## src/rtl/mc_alu_sequencer_if.sv

```systemverilog
// Control/status bundle between the multi-cycle sequencer and the RV32I datapath.
// master = sequencer (drives strobes), slave = datapath/memory side.
interface mc_alu_sequencer_if;
    logic [31:0] instr;
    logic        alu_bcond;
    logic        halt_req;
    logic        mem_ready;
    logic [7:0]  alu_op;
    logic        alu_src_a;
    logic [1:0]  alu_src_b;
    logic        pc_write;
    logic        pc_source;
    logic        i_or_d;
    logic        mem_read;
    logic        mem_write;
    logic        ir_write;
    logic        mdr_write;
    logic        ab_write;
    logic        alu_out_write;
    logic        reg_write;
    logic        mem_to_reg;

    modport master (
        input  instr, alu_bcond, halt_req, mem_ready,
        output alu_op, alu_src_a, alu_src_b, pc_write, pc_source, i_or_d,
               mem_read, mem_write, ir_write, mdr_write, ab_write,
               alu_out_write, reg_write, mem_to_reg
    );

    modport slave (
        output instr, alu_bcond, halt_req, mem_ready,
        input  alu_op, alu_src_a, alu_src_b, pc_write, pc_source, i_or_d,
               mem_read, mem_write, ir_write, mdr_write, ab_write,
               alu_out_write, reg_write, mem_to_reg
    );
endinterface

```

## src/rtl/mc_alu_sequencer.sv

```systemverilog
// Multi-cycle RV32I control FSM: IF/ID/EX/MEM/WB/PC4/HALT, drives ALU op and datapath strobes.
// Define MC_INSTR_COUNT_EN to build the retired-instruction counter; otherwise instr_count is 0.
//
// state  | meaning
// S_IF   | fetch, wait for mem_ready, load IR
// S_ID   | load A/B, ALUOut = PC+imm, ECALL halt check
// S_EX   | execute by opcode, resolve branches
// S_MEM  | load/store access, wait for mem_ready
// S_WB   | register file write, PC update
// S_PC4  | PC = PC+4 only (branch not taken, unknown op, ECALL no halt)
// S_HALT | absorbing halt until reset
module mc_alu_sequencer #(
    parameter int INSTR_CNT_W = 32
) (
    input  logic                   clk,
    input  logic                   reset,
    mc_alu_sequencer_if.master     bus,
    output logic                   is_halted,
    output logic [INSTR_CNT_W-1:0] instr_count
);
    typedef enum logic [2:0] {S_IF, S_ID, S_EX, S_MEM, S_WB, S_PC4, S_HALT} state_t;

    localparam logic [6:0] OP_R      = 7'b0110011;
    localparam logic [6:0] OP_I      = 7'b0010011;
    localparam logic [6:0] OP_LOAD   = 7'b0000011;
    localparam logic [6:0] OP_STORE  = 7'b0100011;
    localparam logic [6:0] OP_BRANCH = 7'b1100011;
    localparam logic [6:0] OP_JAL    = 7'b1101111;
    localparam logic [6:0] OP_JALR   = 7'b1100111;
    localparam logic [6:0] OP_ECALL  = 7'b1110011;

    localparam logic [7:0] ALU_ADD = 8'h00;
    localparam logic [7:0] ALU_SUB = 8'h01;
    localparam logic [7:0] ALU_SLL = 8'h02;
    localparam logic [7:0] ALU_XOR = 8'h03;
    localparam logic [7:0] ALU_OR  = 8'h04;
    localparam logic [7:0] ALU_AND = 8'h05;
    localparam logic [7:0] ALU_SRL = 8'h06;
    localparam logic [7:0] ALU_SRA = 8'h07;
    localparam logic [7:0] ALU_BEQ = 8'h08;
    localparam logic [7:0] ALU_BNE = 8'h09;
    localparam logic [7:0] ALU_BLT = 8'h0A;
    localparam logic [7:0] ALU_BGE = 8'h0B;

    state_t     state, next_state;
    logic       retire;
    logic [6:0] opcode;
    logic [2:0] funct3;
    logic       bit30;
    logic [7:0] arith_op;
    logic [7:0] branch_op;
    logic       unused_instr_bits;

    assign opcode = bus.instr[6:0];
    assign funct3 = bus.instr[14:12];
    assign bit30  = bus.instr[30];
    assign unused_instr_bits = ^{bus.instr[31], bus.instr[29:15], bus.instr[11:7]};

    // SUB only exists for register-register; SRA applies to both R and I forms.
    always_comb begin
        arith_op = ALU_ADD;
        unique case (funct3)
            3'b000:  arith_op = (opcode == OP_R && bit30) ? ALU_SUB : ALU_ADD;
            3'b001:  arith_op = ALU_SLL;
            3'b100:  arith_op = ALU_XOR;
            3'b110:  arith_op = ALU_OR;
            3'b111:  arith_op = ALU_AND;
            3'b101:  arith_op = bit30 ? ALU_SRA : ALU_SRL;
            default: arith_op = ALU_ADD;
        endcase
    end

    always_comb begin
        branch_op = ALU_BEQ;
        unique case (funct3)
            3'b001:         branch_op = ALU_BNE;
            3'b100, 3'b110: branch_op = ALU_BLT;
            3'b101, 3'b111: branch_op = ALU_BGE;
            default:        branch_op = ALU_BEQ;
        endcase
    end

    always_ff @(posedge clk or negedge reset) begin
        if (!reset) state <= S_IF;
        else        state <= next_state;
    end

    always_comb begin
        next_state        = state;
        retire            = 1'b0;
        is_halted         = 1'b0;
        bus.alu_op        = ALU_ADD;
        bus.alu_src_a     = 1'b0;
        bus.alu_src_b     = 2'd0;
        bus.pc_write      = 1'b0;
        bus.pc_source     = 1'b0;
        bus.i_or_d        = 1'b0;
        bus.mem_read      = 1'b0;
        bus.mem_write     = 1'b0;
        bus.ir_write      = 1'b0;
        bus.mdr_write     = 1'b0;
        bus.ab_write      = 1'b0;
        bus.alu_out_write = 1'b0;
        bus.reg_write     = 1'b0;
        bus.mem_to_reg    = 1'b0;

        // Reset gates the outputs combinationally so strobes drop the moment reset asserts.
        if (reset) begin
            unique case (state)
                S_IF: begin
                    bus.mem_read = 1'b1;
                    if (bus.mem_ready) begin
                        bus.ir_write = 1'b1;
                        next_state   = S_ID;
                    end
                end
                S_ID: begin
                    bus.ab_write      = 1'b1;
                    bus.alu_src_b     = 2'd2;
                    bus.alu_out_write = 1'b1;
                    if (opcode == OP_ECALL) next_state = bus.halt_req ? S_HALT : S_PC4;
                    else                    next_state = S_EX;
                end
                S_EX: begin
                    unique case (opcode)
                        OP_R, OP_I: begin
                            bus.alu_src_a     = 1'b1;
                            bus.alu_src_b     = (opcode == OP_I) ? 2'd2 : 2'd0;
                            bus.alu_op        = arith_op;
                            bus.alu_out_write = 1'b1;
                            next_state        = S_WB;
                        end
                        OP_LOAD, OP_STORE: begin
                            bus.alu_src_a     = 1'b1;
                            bus.alu_src_b     = 2'd2;
                            bus.alu_out_write = 1'b1;
                            next_state        = S_MEM;
                        end
                        OP_BRANCH: begin
                            bus.alu_src_a = 1'b1;
                            bus.alu_op    = branch_op;
                            if (bus.alu_bcond) begin
                                bus.pc_write  = 1'b1;
                                bus.pc_source = 1'b1;
                                retire        = 1'b1;
                                next_state    = S_IF;
                            end else begin
                                next_state = S_PC4;
                            end
                        end
                        OP_JAL, OP_JALR: begin
                            // Link value PC+4 is formed from the old PC while the jump target loads.
                            bus.alu_src_b     = 2'd1;
                            bus.alu_out_write = 1'b1;
                            bus.pc_write      = (opcode == OP_JAL);
                            bus.pc_source     = (opcode == OP_JAL);
                            next_state        = S_WB;
                        end
                        default: next_state = S_PC4;
                    endcase
                end
                S_MEM: begin
                    bus.i_or_d = 1'b1;
                    if (opcode == OP_STORE) begin
                        bus.mem_write = 1'b1;
                        if (bus.mem_ready) begin
                            bus.alu_src_b = 2'd1;
                            bus.pc_write  = 1'b1;
                            retire        = 1'b1;
                            next_state    = S_IF;
                        end
                    end else begin
                        bus.mem_read = 1'b1;
                        if (bus.mem_ready) begin
                            bus.mdr_write = 1'b1;
                            next_state    = S_WB;
                        end
                    end
                end
                S_WB: begin
                    bus.reg_write  = 1'b1;
                    bus.mem_to_reg = (opcode == OP_LOAD);
                    retire         = 1'b1;
                    next_state     = S_IF;
                    if (opcode == OP_JALR) begin
                        bus.alu_src_a = 1'b1;
                        bus.alu_src_b = 2'd2;
                        bus.pc_write  = 1'b1;
                    end else if (opcode != OP_JAL) begin
                        bus.alu_src_b = 2'd1;
                        bus.pc_write  = 1'b1;
                    end
                end
                S_PC4: begin
                    bus.alu_src_b = 2'd1;
                    bus.pc_write  = 1'b1;
                    retire        = 1'b1;
                    next_state    = S_IF;
                end
                S_HALT: begin
                    is_halted  = 1'b1;
                    next_state = S_HALT;
                end
                default: next_state = S_IF;
            endcase
        end
    end

`ifdef MC_INSTR_COUNT_EN
    logic [INSTR_CNT_W-1:0] count_q;

    always_ff @(posedge clk or negedge reset) begin
        if (!reset)      count_q <= '0;
        else if (retire) count_q <= count_q + INSTR_CNT_W'(1);
    end

    assign instr_count = count_q;
`else
    logic unused_retire;

    assign unused_retire = retire;
    assign instr_count   = '0;
`endif
endmodule

```

## src/flat_wrapper.sv

```systemverilog
// flat-port wrapper written by rule: the top's interface ports become plain ports
module mc_alu_sequencer_flat 
#(
    parameter int INSTR_CNT_W = 32
)
  (clk, reset, is_halted, instr_count, bus_instr, bus_alu_bcond, bus_halt_req, bus_mem_ready, bus_alu_op, bus_alu_src_a, bus_alu_src_b, bus_pc_write, bus_pc_source, bus_i_or_d, bus_mem_read, bus_mem_write, bus_ir_write, bus_mdr_write, bus_ab_write, bus_alu_out_write, bus_reg_write, bus_mem_to_reg);
  mc_alu_sequencer_if bus_i ();
  input  logic clk;
  input  logic reset;
  output logic is_halted;
  output logic [INSTR_CNT_W-1:0] instr_count;
  input wire logic [$bits(bus_i.instr)-1:0] bus_instr;
  input wire logic [$bits(bus_i.alu_bcond)-1:0] bus_alu_bcond;
  input wire logic [$bits(bus_i.halt_req)-1:0] bus_halt_req;
  input wire logic [$bits(bus_i.mem_ready)-1:0] bus_mem_ready;
  output wire logic [$bits(bus_i.alu_op)-1:0] bus_alu_op;
  output wire logic [$bits(bus_i.alu_src_a)-1:0] bus_alu_src_a;
  output wire logic [$bits(bus_i.alu_src_b)-1:0] bus_alu_src_b;
  output wire logic [$bits(bus_i.pc_write)-1:0] bus_pc_write;
  output wire logic [$bits(bus_i.pc_source)-1:0] bus_pc_source;
  output wire logic [$bits(bus_i.i_or_d)-1:0] bus_i_or_d;
  output wire logic [$bits(bus_i.mem_read)-1:0] bus_mem_read;
  output wire logic [$bits(bus_i.mem_write)-1:0] bus_mem_write;
  output wire logic [$bits(bus_i.ir_write)-1:0] bus_ir_write;
  output wire logic [$bits(bus_i.mdr_write)-1:0] bus_mdr_write;
  output wire logic [$bits(bus_i.ab_write)-1:0] bus_ab_write;
  output wire logic [$bits(bus_i.alu_out_write)-1:0] bus_alu_out_write;
  output wire logic [$bits(bus_i.reg_write)-1:0] bus_reg_write;
  output wire logic [$bits(bus_i.mem_to_reg)-1:0] bus_mem_to_reg;
  assign bus_i.instr = bus_instr;
  assign bus_i.alu_bcond = bus_alu_bcond;
  assign bus_i.halt_req = bus_halt_req;
  assign bus_i.mem_ready = bus_mem_ready;
  assign bus_alu_op = bus_i.alu_op;
  assign bus_alu_src_a = bus_i.alu_src_a;
  assign bus_alu_src_b = bus_i.alu_src_b;
  assign bus_pc_write = bus_i.pc_write;
  assign bus_pc_source = bus_i.pc_source;
  assign bus_i_or_d = bus_i.i_or_d;
  assign bus_mem_read = bus_i.mem_read;
  assign bus_mem_write = bus_i.mem_write;
  assign bus_ir_write = bus_i.ir_write;
  assign bus_mdr_write = bus_i.mdr_write;
  assign bus_ab_write = bus_i.ab_write;
  assign bus_alu_out_write = bus_i.alu_out_write;
  assign bus_reg_write = bus_i.reg_write;
  assign bus_mem_to_reg = bus_i.mem_to_reg;
  mc_alu_sequencer #(.INSTR_CNT_W(INSTR_CNT_W)) u_core (.clk(clk), .reset(reset), .bus(bus_i), .is_halted(is_halted), .instr_count(instr_count));
endmodule
```

## config.mk

```make
export PLATFORM = sky130hd
export DESIGN_NAME = mc_alu_sequencer_flat
export DESIGN_NICKNAME = d
export VERILOG_FILES = /design/src/rtl/mc_alu_sequencer_if.sv /design/src/rtl/mc_alu_sequencer.sv /design/src/flat_wrapper.sv
export SDC_FILE = /design/constraint.sdc
export NUM_CORES = 1
export LEC_CHECK = 0
export CORE_AREA = 2 2 73 61
export CTS_BUF_LIST = sky130_fd_sc_hd__clkbuf_2
export DETAILED_ROUTE_END_ITERATION = 8
export DIE_AREA = 0 0 75 63
export DONT_BUFFER_PORTS = 1
export GPL_TIMING_DRIVEN = 0
export PLACE_DENSITY = 0.48
export SLEW_MARGIN = 20
export SYNTH_ARGS = -nofsm -noshare
export SYNTH_HDL_FRONTEND = slang
export SYNTH_SLANG_ARGS = --single-unit
export TNS_END_PERCENT = 1
```

## constraint.sdc

```tcl
create_clock -name clk -period 1.9 [get_ports clk]
set_clock_uncertainty 0.15 [all_clocks]
set_input_delay 0.38 -clock clk [delete_from_list [all_inputs] [get_ports clk]]
set_output_delay 0.38 -clock clk [all_outputs]
set_load 0.05 [all_outputs]
```

Word-level counts from Yosys, hierarchy flattened
Index checks and enable logic that the tools add are counted.
- register bits: 3
- bits in latches: 0
- RAM bits: 0
- bits in read-only memories: 0
- input bits: 37
- output and inout port bits: 55
- logic and storage cells: 97
- memories kept: 0
- $add $sub $neg: 0
- multiply operators: 0
- divide/modulo/power cells: 0
- $lt $le $gt $ge: 0
- equal/unequal tests: 22
- shift operators: 0
- muxes and demuxes: 62
- bitwise logic cells: 0
- reduce and logical (&&, ||, !) cells: 12
- operator list (operator ; number):
    8-bit one-hot mux with 6 select lines ; 1
    1-bit two-way mux ; 37
    7-bit == test, second input constant ; 4
    3-bit == test, second input constant ; 7
    3-bit two-way mux ; 6
    8-bit two-way mux ; 2
    8-bit one-hot mux with 2 select lines ; 1
    3-bit one-hot mux with 5 select lines ; 1
    7-bit by 6-bit == test with 1-bit output, second input constant ; 2
    2-bit one-hot mux with 3 select lines ; 2
    2-bit two-way mux ; 5
    2-bit one-hot mux with 5 select lines ; 1
    2-bit OR reduction ; 5
    3-bit one-hot mux with 3 select lines ; 1
    1-bit one-hot mux with 2 select lines ; 4
    7-bit by 2-bit == test with 1-bit output, second input constant ; 1
    7-bit by 5-bit == test with 1-bit output, second input constant ; 1
    7-bit inequality test, second input constant ; 1
    3-bit by 1-bit == test with 1-bit output, second input constant ; 2
    3-bit by 2-bit == test with 1-bit output, second input constant ; 2
    3-bit logical NOT ; 2
    6-bit OR reduction ; 1
    5-bit OR reduction ; 1
    2-bit inequality test, second input constant ; 2
    other kinds (4) ; 4

Depth between registers and ports, before layout
Gate-level depths: netlist (run 1).
- depth in word-level cells: 7
- depth in mapped cells: 5
- mapped depth without buffers: 4

Least setup slack after synthesis (run 1)
Ideal clock, no wire load.
- kind: input-to-output
- start point: in bus_instr[6]
- end point: out bus_alu_src_a
- arrival: 2.869 ns
- data required time: 1.370 ns
- path slack: -1.499 ns
- cell stages on the path: 5
- path buffers: 1
- cell sequence: buf_2 > nand3b_4 > nor4_2 > a21oi_1 > a2111oi_1
- word-level cells in the longest chain between the ends: 5
- elaborated cells on any way between the ends: 11
- classes of those cells: 6 x eq/ne; 4 x mux; 1 x reduce/logical
- ends and longest elaborated chain (item ; RTL line ; source):
    start, declared ; flat_wrapper.sv:12 ; input wire logic [$bits(bus_i.instr)-1:0] bus_instr;
    7-bit == test, or another cell as far along ; mc_alu_sequencer.sv:125 ; unique case (opcode)
    5-bit OR reduction (no line) ; -- ;
    1-bit two-way mux ; mc_alu_sequencer.sv:125 ;
    1-bit one-hot mux with 2 select lines * ; mc_alu_sequencer.sv:109 ; unique case (state)
    1-bit two-way mux * ; mc_alu_sequencer.sv:108 ; if (reset) begin
    end, declared ; flat_wrapper.sv:17 ; output wire logic [$bits(bus_i.alu_src_a)-1:0] bus_alu_src_a;
Every way passes the cells marked *; elsewhere a longest branch is shown, timed or not.

Worst setup path after layout (run 1)
- start point: reg u_core.state[0]
- end point: out bus_pc_write
- word-level cells in the longest chain between the ends: 3
- elaborated cells on any way between the ends: 6
- classes of those cells: 4 x eq/ne; 2 x mux
- ends and longest elaborated chain (item ; RTL line ; source):
    start, declared ; mc_alu_sequencer.sv:45 ; state_t state, next_state;
    start signal, assigned ; mc_alu_sequencer.sv:85 ; else state <= next_state;
    3-bit == test, or another cell as far along ; -- ;
    1-bit one-hot mux with 4 select lines * ; mc_alu_sequencer.sv:109 ;
    1-bit two-way mux * ; mc_alu_sequencer.sv:108 ;
    end, declared ; flat_wrapper.sv:19 ; output wire logic [$bits(bus_i.pc_write)-1:0] bus_pc_write;
Marked as above.

==> run summary, run 1 <==
Counting the fill cells in the layout gives 432. The tools report the via count of the routed design as 952. The maximum number of buffers from clock root to sink was 2. The tools report the share of the yosys chip area belonging to registers as 0.0772. The share of flip-flops with an asynchronous set or reset after synthesis came out at 1.00. Delay contributed by the slowest stage of the critical path: 0.83 ns. The floorplan die width came out at 75 um. Using the TritonRoute via totals, the vias-per-cell ratio works out to 4.07.

STA classifies the critical path startpoint as a flip-flop. Worst min-delay path category: input port to flip-flop. The headroom to the max-slew limit was 0.300. The vertical die dimension was 63 um. Entering global routing, the biggest net connects 11 pins.

The tools report the wire length of the first global-routing pass as 4330 um. For the internal reg-to-reg setup slack, the log shows 0.23 ns. Number of top-level pins: 92. The run gives 0 as the final-report hold violation count.

The combined buffer and inverter count along the critical path was 1. Based on the critical path, the design can be clocked at up to 0.382 GHz. The tools report the remaining global-route overflow as 0. The detailed-routing wirelength on met1 was 1280 um; the count of inserted antenna diode cells was 0.

The worst-case IR drop observed on VDD is 0.000308 V. The first routing iteration left 42 violations. In this run the worst path has a maximum fanout of 10. The routed design could run at a clock period as short as 2.61 ns. The starting density of the core was 0.242; the global-route usage over all layers was 0.119. Setup violations remaining at the end of the flow were counted as 15. The final design utilization was 0.354; the average instance area after synthesis was 7.15 um^2.

The tools report the post-layout instance count excluding filler cells as 234. The tools report the maximum level of the CTS H-tree as 1. The critical path class was flip-flop to output port. At the pin with the least slew margin, the transition time is 1.05 ns.

The tools report the element type at the critical path end as an output port. The critical path goes through clkbuf_4 -> and3_4 -> nand2_4 -> o211ai_1. The wire length reported by the detailed router was 2830 um; the synthesis-to-finish area growth was 46.3%. In the final layout, the registers with the most flip-flops are u_core.state (3).

The tools report the die outline area as 4730 um^2. The final number of max-transition violations is 0. After detailed placement, the design holds a cell count of 228.

The final worst-path setup slack is -0.715 ns, and the initial antenna violation count is 0. In this run the power density over the cells is 778 nW/um^2. At the end of routability-driven placement, the weighted congestion stood at 0.794. Setup repair after global routing could not meet its margin everywhere. The number of warnings issued by yosys is 0.

The cell sitting at the root of the clock tree is a sky130_fd_sc_hd__clkbuf_2. Buffers placed on the I/O ports in this run total 0. Counting distinct cell types in the post-synthesis netlist gives 45. After floorplanning, the core was sized to cover 4020 um^2. Number of cells on the worst hold path: 3. TritonCTS built the clock tree.

The sum of met2 wire segment lengths after detailed routing came out at 1320 um. The final routed DRC violation total was 0; the clock transition time at the flip-flop clock pins of the worst setup and hold paths was 0.05 ns. The fraction of final layout cells with drive strength greater than 1 was 0.446; the leakage dissipation was 0.673 nW. Clock latency on the worst-skew pair, taken at its later pin, is 0.22 ns. The run finished, with violations left. The endpoint identified for the worst register-to-register timing path is u_core.state[1].

The number of synthesized register bits is 3, and the number of flops mapped to enable cells by yosys is 0. The floorplan has 21 rows. The sum of net half-perimeters after detailed placement was 2300 um. The highest routing layer actually used is met4. Synthesis produced a netlist whose cell count is 136. The signal arrival time at the worst endpoint was 2.08 ns; the total number of clock tree sinks was 3. The net count of the finished layout is 215. The number of detailed-routing iterations run before antenna repair was 4; the remaining antenna violation count was 0. In the final routed layout, each cell accounts on average for 12.1 um. Data on the critical path is required at its endpoint by 1.37 ns. Portion of the clock cycle consumed by the worst path in the final layout: 1.38.

Among all flip-flop cells after synthesis, the most frequent one is sky130_fd_sc_hd__dfrtp_1. The via count of the first global-routing pass is 885. The total CTS buffers was 3; the max-capacitance violation count was 0. Counting flops per register, the top entry is u_core.state. The synthesized netlist occupies a cell area of 972 um^2. Power comes to 1.11 mW. In this design, the largest share of critical-path delay is due to compound AO/OA/AOI/OAI gates. Among all stages on the critical path, the largest delay is contributed by sky130_fd_sc_hd__o211ai_1.

The worst register-to-register path begins at u_core.state[2]. The detailed route wirelength on metal3 is 223 um. Number of flip-flops under the largest register name: 3.

The path with the worst hold slack has its endpoint at u_core.state[2]. The checks that failed: setup timing. The cell depth of the worst flop-to-flop path is 4. Startpoint of the worst hold path: reset.
final cells by class:
cell class	instances	area, um^2	share of cell area
plain buffers	41	309	0.217
clock buffers	4	20.0	0.0141
flip-flops and latches	3	75.1	0.0528
multi-input cells	120	903	0.635
well taps	57	71.3	0.0501
inverters	7	26.3	0.0185
repair buffers	2	17.5	0.0123
synth_stat cells, drive strengths merged (2+ instances only):
master	n	share of area
nor2b	3	0.019
nor2	9	0.042
a21oi	7	0.036
and2	3	0.019
o21ai	5	0.026
and3b	2	0.018
dfrtp	3	0.077
o41ai	3	0.027
and3	2	0.013
o22ai	2	0.013
inv	7	0.027
buf	38	0.29
nor3	5	0.026
nand3	4	0.021
clkbuf	3	0.012
nand2	10	0.039
nand2b	5	0.032
placed cells by master (no fill, tap or decap), types with 4 or more instances in the layout:
master,instances
sky130_fd_sc_hd__conb_1,36
sky130_fd_sc_hd__clkbuf_2,4
sky130_fd_sc_hd__nand2_1,9
sky130_fd_sc_hd__buf_4,37
sky130_fd_sc_hd__o21ai_0,4
sky130_fd_sc_hd__inv_1,6
sky130_fd_sc_hd__nor2_4,5
sky130_fd_sc_hd__a21oi_1,5
worst max-delay path by stage:
stage                                from               end  slack [ns]  cells past startpoint
after floorplan              bus_instr[2]  bus_alu_src_b[1]       -0.45                      4
after global placement    u_core.state[0]      bus_pc_write       -0.62                      4
after detailed placement  u_core.state[0]      bus_pc_write       -0.62                      4
after CTS                 u_core.state[2]      bus_pc_write       -0.74                      4
after global routing      u_core.state[1]     bus_alu_src_a       -0.78                      4
final                     u_core.state[0]      bus_pc_write       -0.71                      4
what timing repair did:
item                                    4_1_cts  5_1_grt
hold endpoints to repair                      3        0
pin swaps                                    12        3
buffers inserted                              1        0
resized for setup                            27       10
endpoints found under the setup margin       17       18
hold buffers                                  1        0
metal layers:
layer  track usage  up-vias
li1              -      497
met1         0.154      405
met2         0.192       48
met3        0.0323        2
met4        0.0335        0
met5             0        -
cell families (layout without fill, tap and decap cells):
family	Yosys count	in the layout	share of synthesized area
simple gates	54	54	0.359
buf+inv	48	54	0.333
other cells	1	36	0.00386
flops	3	3	0.0772
compound gates	29	29	0.215
mux	1	1	0.0116
where the power goes:
group / internal (mW) / switching (mW) / leakage (nW)
clock network: 0.0555 / 0.0405 / 0.0166
logic: 0.256 / 0.644 / 0.619
registers: 0.0900 / 0.0212 / 0.0374
metrics by stage:
stage          cell area [um^2]  TNS [ns]  hold WS [ns]  worst slack, ns
2_1_floorplan              1180     -4.11       -0.0656           -0.448
3_3_place_gp               1250     -6.86       -0.0654           -0.624
3_5_place_dp               1250     -6.41       -0.0654           -0.623
4_1_cts                    1400     -6.35         0.225           -0.735
5_1_grt                    1420     -6.69         0.255           -0.784
6_report                   1420     -5.61         0.225           -0.715
worst reg2reg max path, cell delays in order, from the launching register on:
cell and delay, ns:
sky130_fd_sc_hd__dfrtp_1 0.38, sky130_fd_sc_hd__clkbuf_4 0.19, sky130_fd_sc_hd__o41ai_1 0.60, sky130_fd_sc_hd__a22oi_1 0.18
sky130_fd_sc_hd__nand2_1 0.10
No activity file was read; power rests on OpenSTA's default activity.
==> run 2: changes to the inputs <==
- MAX_ROUTING_LAYER: not set -> met4
==> run summary, run 2 (synthesis results as in run 1) <==
The tools report the starting density of the core as 0.242 (unchanged). The most critical setup path has its endpoint at bus_pc_write. Portion of the clock cycle consumed by the worst path in the final layout: 1.37 (-0.00149). The library cell used most frequently in the layout, excluding fill and tap cells, is sky130_fd_sc_hd__buf_4.

The maximum number of buffers from clock root to sink was 2 (unchanged); the number of cells on the worst hold path was 3 (unchanged). The maximum level of the CTS H-tree is 1 (unchanged). The clock transition time at the flip-flop clock pins of the worst setup and hold paths was 0.04 ns (about the same); the max-capacitance violation count was 0 (unchanged). The global-route usage over all layers came out at 0.123 (+0.00321). The vertical die dimension was 63 um (unchanged); the area of the multi-input gates was 903 um^2 (unchanged). The reg-to-reg startpoint is u_core.state[2]. The run finished, with violations left.

The wire length of the first global-routing pass was 4350 um (+0.32%); the cell depth of the worst flop-to-flop path was 4 (unchanged). The final worst-path setup slack is -0.712 ns (+0.00283 ns), and the post-placement cell area is 1250 um^2 (unchanged). The starting DRC count in detailed routing is 42 (unchanged).

The cell sitting at the root of the clock tree is a sky130_fd_sc_hd__clkbuf_2. The actual slew at the worst max-slew pin is 1.05 ns (+0.00131 ns). The checks that failed: setup timing.

The highest clock frequency the design can meet came out at 0.383 GHz (+0.11%). The total setup violations reported at the end of the flow was 15 (unchanged); the number of flip-flops under the largest register name was 3 (unchanged). The synthesis-to-finish area growth was 46.3% (unchanged). For the initial antenna violation count, the log shows 0 (unchanged).

The core region area is 4020 um^2 (unchanged). The run gives 3 (unchanged) as the total CTS buffers. The count of inserted antenna diode cells was 0 (unchanged); the design area was 1420 um^2 (unchanged). TritonCTS built the clock tree. The mean number of vias per cell came out at 4.05 (-0.42%).

The worst register-to-register path ends at u_core.state[1]. For the clock insertion delay at the later pin of the skew report, the log shows 0.21 ns (about the same). For the wire length reported by the detailed router, the log shows 2820 um (-0.28%). The peak supply drop was 0.000304 V (-1.4%). The final RePlAce weighted congestion is 0.805 (+1.4%), and the final routed DRC violation total is 0 (unchanged). The total of buffers placed on input and output ports is 0 (unchanged), and the power density of the placed cells is 775 nW/um^2 (-0.40%). The run gives 4730 um^2 (unchanged) as the die outline area. The top cell types in the final layout, fill and taps aside, are sky130_fd_sc_hd__buf_4, sky130_fd_sc_hd__conb_1, sky130_fd_sc_hd__nand2_1. The tools report the required arrival time at the worst endpoint as 1.37 ns (about the same). The tools report the maximum number of pins on one net before global-route repair as 11 (unchanged). The final-report hold violation count is 0 (unchanged), and the sequential standard cell area is 75.1 um^2 (unchanged).

Setup repair after global routing could not meet its margin everywhere. The tools report the number of top-level pins as 92 (unchanged). Sum of net half-perimeters after detailed placement: 2300 um (unchanged). The logs give 948 (-0.42%) for the via count of the routed design and 2.08 ns (about the same) for the signal arrival time at the worst endpoint.

The worst setup path is captured at an output port. The remaining antenna violation count is 0 (unchanged). The via count of the first global-routing pass is 894 (+1.0%), and the number of detailed-routing iterations run before antenna repair is 4 (unchanged). The run gives 0 (unchanged) as the final number of max-transition violations. The count of nets after finishing came out at 215 (unchanged).

The final critical delay including setup and external delays came out at 2.61 ns (-0.00283 ns). The leakage dissipation came out at 0.673 nW (about the same). The tools report the startpoint of the worst setup timing path as u_core.state[0]. The highest fanout seen on the critical path is 10 (unchanged), and the headroom to the max-slew limit is 0.299 (-0.000874).

The floorplan die width came out at 75 um (unchanged). The internal reg-to-reg setup slack is 0.22 ns (about the same). The worst hold path belongs to the class input port to flip-flop. The fraction of final layout cells with drive strength greater than 1 is 0.446 (unchanged). The routed length per instance works out to 12.1 um (-0.28%).

The critical path class is flip-flop to output port. The logs give 0.239 ns (+0.0135 ns) for the smallest hold slack and 0 (unchanged) for the remaining global-route overflow. In the final layout, the registers with the most flip-flops are u_core.state (3). The run gives 3 (unchanged) as the total number of clock tree sinks. The worst setup path is launched from a flip-flop. For the row count, the log shows 21 (unchanged).

The register with the most flip-flops in the final layout is u_core.state. Count of fill cells added during filler insertion: 432 (unchanged).
[run 2: metal layers]
layer | vias up | global-route usage | routed length, um
li1 | 495 | - | -
met1 | 408 | 0.160 | 1300
met2 | 45 | 0.192 | 1340
met3 | 0 | 0.0226 | 185
met4 | 0 | 0.0335 | 0
met5 | - | - | 0
[run 2: metrics by stage]
stage	power (mW)	setup TNS, ns	util	setup WS (ns)	instances
after global placement	0.896	-6.86	0.310	-0.624	228
after CTS	1.08	-6.35	0.348	-0.735	234
after detailed placement	0.902	-6.41	0.312	-0.623	228
final	1.10	-5.40	0.354	-0.712	234
after floorplan	0.807	-4.11	-	-0.448	171
after global routing	1.18	-6.59	0.354	-0.776	234
[run 2: worst min path at each step]
stage	from	slack, ns	endpoint
after CTS	reset	0.23	u_core.state[2]
after global placement	reset	-0.07	u_core.state[0]
after global routing	reset	0.26	u_core.state[1]
after floorplan	reset	-0.07	u_core.state[0]
after detailed placement	reset	-0.07	u_core.state[0]
final	reset	0.24	u_core.state[2]
[run 2: timing repair]
action	in CTS	in global routing
setup endpoints to repair	17	18
hold buffers	1	0
cloned	0	0
gates resized for setup	27	10
pin swaps	12	3
buffers inserted	1	0
endpoints found under the hold margin	3	0
[run 2: cell type report]
cell class                 instances  share of cell area
multi-input combinational        120               0.635
buffer                            41               0.217
sequential                         3              0.0528
tap                               57              0.0501
inverter                           7              0.0185
clock buffer                       4              0.0141
timing repair buffer               2              0.0123
[run 2: worst max-delay path, stage by stage, from the launching register on]
cell                       delay [ns]
sky130_fd_sc_hd__dfrtp_1         0.38
sky130_fd_sc_hd__clkbuf_4        0.24
sky130_fd_sc_hd__and3_4          0.33
sky130_fd_sc_hd__nand2_4         0.07
sky130_fd_sc_hd__o211ai_1        0.84
[run 2: report_power, final]
part	switching (mW)	leakage, nW	internal (mW)
logic	0.644	0.619	0.256
registers	0.0210	0.0374	0.0901
clock network	0.0355	0.0166	0.0555
total	0.701	0.673	0.401
==> run 3: changes to the inputs <==
--- a/config.mk
+++ b/config.mk
@@ -13,2 +13,3 @@
 export GPL_TIMING_DRIVEN = 0
+export HOLD_SLACK_MARGIN = 0.08
 export MAX_ROUTING_LAYER = met4
--- a/constraint.sdc
+++ b/constraint.sdc
@@ -4,2 +4,2 @@
 set_output_delay 0.38 -clock clk [all_outputs]
-set_load 0.05 [all_outputs]
+set_load 0.02 [all_outputs]
==> run summary, run 3 (synthesis results as in run 1) <==
Starting DRC count in detailed routing: 59 (+40%). The leakage dissipation is 0.664 nW (-1.4%), and the total CTS buffers is 3 (unchanged). The required arrival time at the worst endpoint came out at 1.37 ns (about the same). The sequential share of power is 0.122 (+0.021), and the floorplan die width is 75 um (unchanged). The actual slew at the worst max-slew pin works out to 0.563 ns (-0.484 ns). Wire length of the first global-routing pass: 4270 um (-1.7%). For the headroom to the max-slew limit, the log shows 0.620 (+0.321). The vertical die dimension works out to 63 um (unchanged). The largest registers in the layout are u_core.state (3).

The final critical delay including setup and external delays came out at 2.27 ns (-0.342 ns). The final-report hold violation count is 0 (unchanged). The sum of net half-perimeters after detailed placement was 2220 um (-3.7%). The maximum number of buffers from clock root to sink is 2 (unchanged), and the number of detailed-routing iterations run before antenna repair is 4 (unchanged). The run gives 0.102 (+0.019) as the clock network fraction of design power. TritonCTS built the clock tree. The mean number of vias per cell works out to 4.06 (+0.20%). The most common library cell in the layout ignoring fill and taps was sky130_fd_sc_hd__buf_4. The synthesis-to-finish area growth is 43.4%, and the total setup violations reported at the end of the flow is 11 (-4). The number of top-level pins is 92 (unchanged). The remaining antenna violation count came out at 0 (unchanged). For the highest clock frequency the design can meet, the log shows 0.441 GHz (+15%). For the remaining global-route overflow, the log shows 0 (unchanged). Power density of the placed cells: 657 nW/um^2 (-15%). The routed length per instance was 11.8 um (-2.6%). The flow ran to the end, but the final reports show violations.

The library cells used most frequently in the layout, excluding fill and tap cells, are sky130_fd_sc_hd__buf_4, sky130_fd_sc_hd__conb_1, sky130_fd_sc_hd__nand2_1. The clock transition time at the flip-flop clock pins of the worst setup and hold paths was 0.05 ns (about the same). Critical path class: flip-flop to output port. Setup repair after global routing could not meet its margin everywhere. The via count of the first global-routing pass came out at 859 (-3.9%).

The tools report the signal arrival time at the worst endpoint as 1.74 ns (-0.34 ns). u_core.state holds more flip-flops than any other register. The peak supply drop is 0.000271 V (-11%). The worst setup path is launched from a flip-flop.

Fraction of final layout cells with drive strength greater than 1: 0.444 (-0.00251). The run gives 0.800 (-0.61%) as the final RePlAce weighted congestion. The highest fanout seen on the critical path is 6 (-4), and the portion of the clock cycle consumed by the worst path in the final layout is 1.19 (-0.180). The total power of the final layout was 0.916 mW (-17%).

The checks that failed: setup timing. The design area was 1390 um^2 (-2.0%); the total of buffers placed on input and output ports was 0 (unchanged). The maximum level of the CTS H-tree is 1 (unchanged), and the number of flip-flops under the largest register name is 3 (unchanged). The logs give 0.118 (-0.00468) for the global-route usage over all layers and 0.776 (-0.041) for the proportion of power drawn by combinational gates.

The element type at the critical path end was an output port. The via count of the routed design is 954 (+0.63%), and the initial antenna violation count is 0 (unchanged). The tools report the maximum number of pins on one net before global-route repair as 11 (unchanged).

The post-placement cell area is 1210 um^2 (-3.4%), and the final routed DRC violation total is 0 (unchanged). The tools report the final number of max-transition violations as 0 (unchanged). The run gives -0.449 ns (+0.174 ns) as the pre-CTS worst setup slack. The row count came out at 21 (unchanged). In this run the worst hold path is classified as input port to flip-flop.

The clock root buffer master was sky130_fd_sc_hd__clkbuf_2. The clock insertion delay at the later pin of the skew report is 0.22 ns (about the same). For the total number of clock tree sinks, the log shows 3 (unchanged).

The core region area is 4020 um^2 (unchanged), and the count of inserted antenna diode cells is 0 (unchanged). The run gives 0.234 ns (-0.00525 ns) as the smallest hold slack. The count of nets after finishing is 216 (+0.47%), and the proportion of total power due to net switching is 0.539 (-0.0971).

The logs give 4730 um^2 (unchanged) for the die outline area and 0.242 (unchanged) for the starting density of the core. The logs give -0.369 ns (+0.342 ns) for the final worst-path setup slack and 436 (+0.93%) for the count of fill cells added during filler insertion. The logs give 0.422 mW (+5.2%) for the internal power contribution and 2760 um (-2.2%) for the wire length reported by the detailed router.

The max-capacitance violation count is 0 (unchanged), and the net load switching power is 0.493 mW (-30%).
[run 3: layer usage]
layer  part of all wire  up-vias  GRT usage
li1                   -      493          -
met1               0.47      422      0.166
met2               0.45       39      0.172
met3              0.076        0     0.0339
met4                  0        0     0.0134
met5                  0        -          -
[run 3: cell type report]
class                           count  area [um^2]  share of cell area
Multi-Input combinational cell    120          861               0.618
Clock buffer                        4         20.0              0.0144
Tap cell                           57         71.3              0.0512
Inverter                            7         26.3              0.0189
Timing Repair Buffer                3         25.0              0.0180
Sequential cell                     3         75.1              0.0539
Buffer                             41          315               0.226
[run 3: path summary, 6_finish.rpt]
kind	depth (start not counted)	startpoint	end	slack, ns
min reg2reg	3	u_core.state[0]	u_core.state[1]	0.50
min	3	reset	u_core.state[2]	0.23
max	4	u_core.state[0]	bus_alu_src_b[0]	-0.37
min in group asynchronous	1	reset	u_core.state[2]	0.26
max reg2reg	4	u_core.state[2]	u_core.state[1]	0.25
max in group asynchronous	1	reset	u_core.state[1]	1.19
[run 3: power groups by stage]
| stage | Sequential (mW) | Clock [mW] | Combinational [mW] |
|---|---|---|---|
| 4_1_cts | 0.111 | 0.0981 | 0.693 |
| 3_3_place_gp | 0.109 | 0 | 0.576 |
| 3_5_place_dp | 0.109 | 0 | 0.568 |
| 5_1_grt | 0.116 | 0.108 | 0.766 |
| 6_report | 0.112 | 0.0936 | 0.710 |
| 2_1_floorplan | 0.105 | 0 | 0.490 |
[run 3: worst max-delay path, cell delays in order (launching register included)]
cell	delay [ns]
sky130_fd_sc_hd__dfrtp_1	0.41
sky130_fd_sc_hd__clkbuf_8	0.17
sky130_fd_sc_hd__nor3_1	0.30
sky130_fd_sc_hd__mux2_2	0.38
sky130_fd_sc_hd__o22ai_2	0.26
[run 3: repair_timing]
action,CTS,global route
setup endpoints to repair,18,16
buffers inserted,2,0
hold endpoints to repair,3,0
pin swaps,8,4
hold buffers,1,0
resized for setup,35,5
[run 3: per-stage QoR]
| step | setup TNS [ns] | cells | util |
|---|---|---|---|
| finish | -2.37 | 235 | 0.347 |
| global route | -3.78 | 235 | 0.347 |
| CTS | -2.49 | 235 | 0.342 |
| detailed placement | -3.82 | 228 | 0.301 |
| global placement | -4.16 | 228 | 0.301 |
| floorplan | -1.09 | 171 | - |
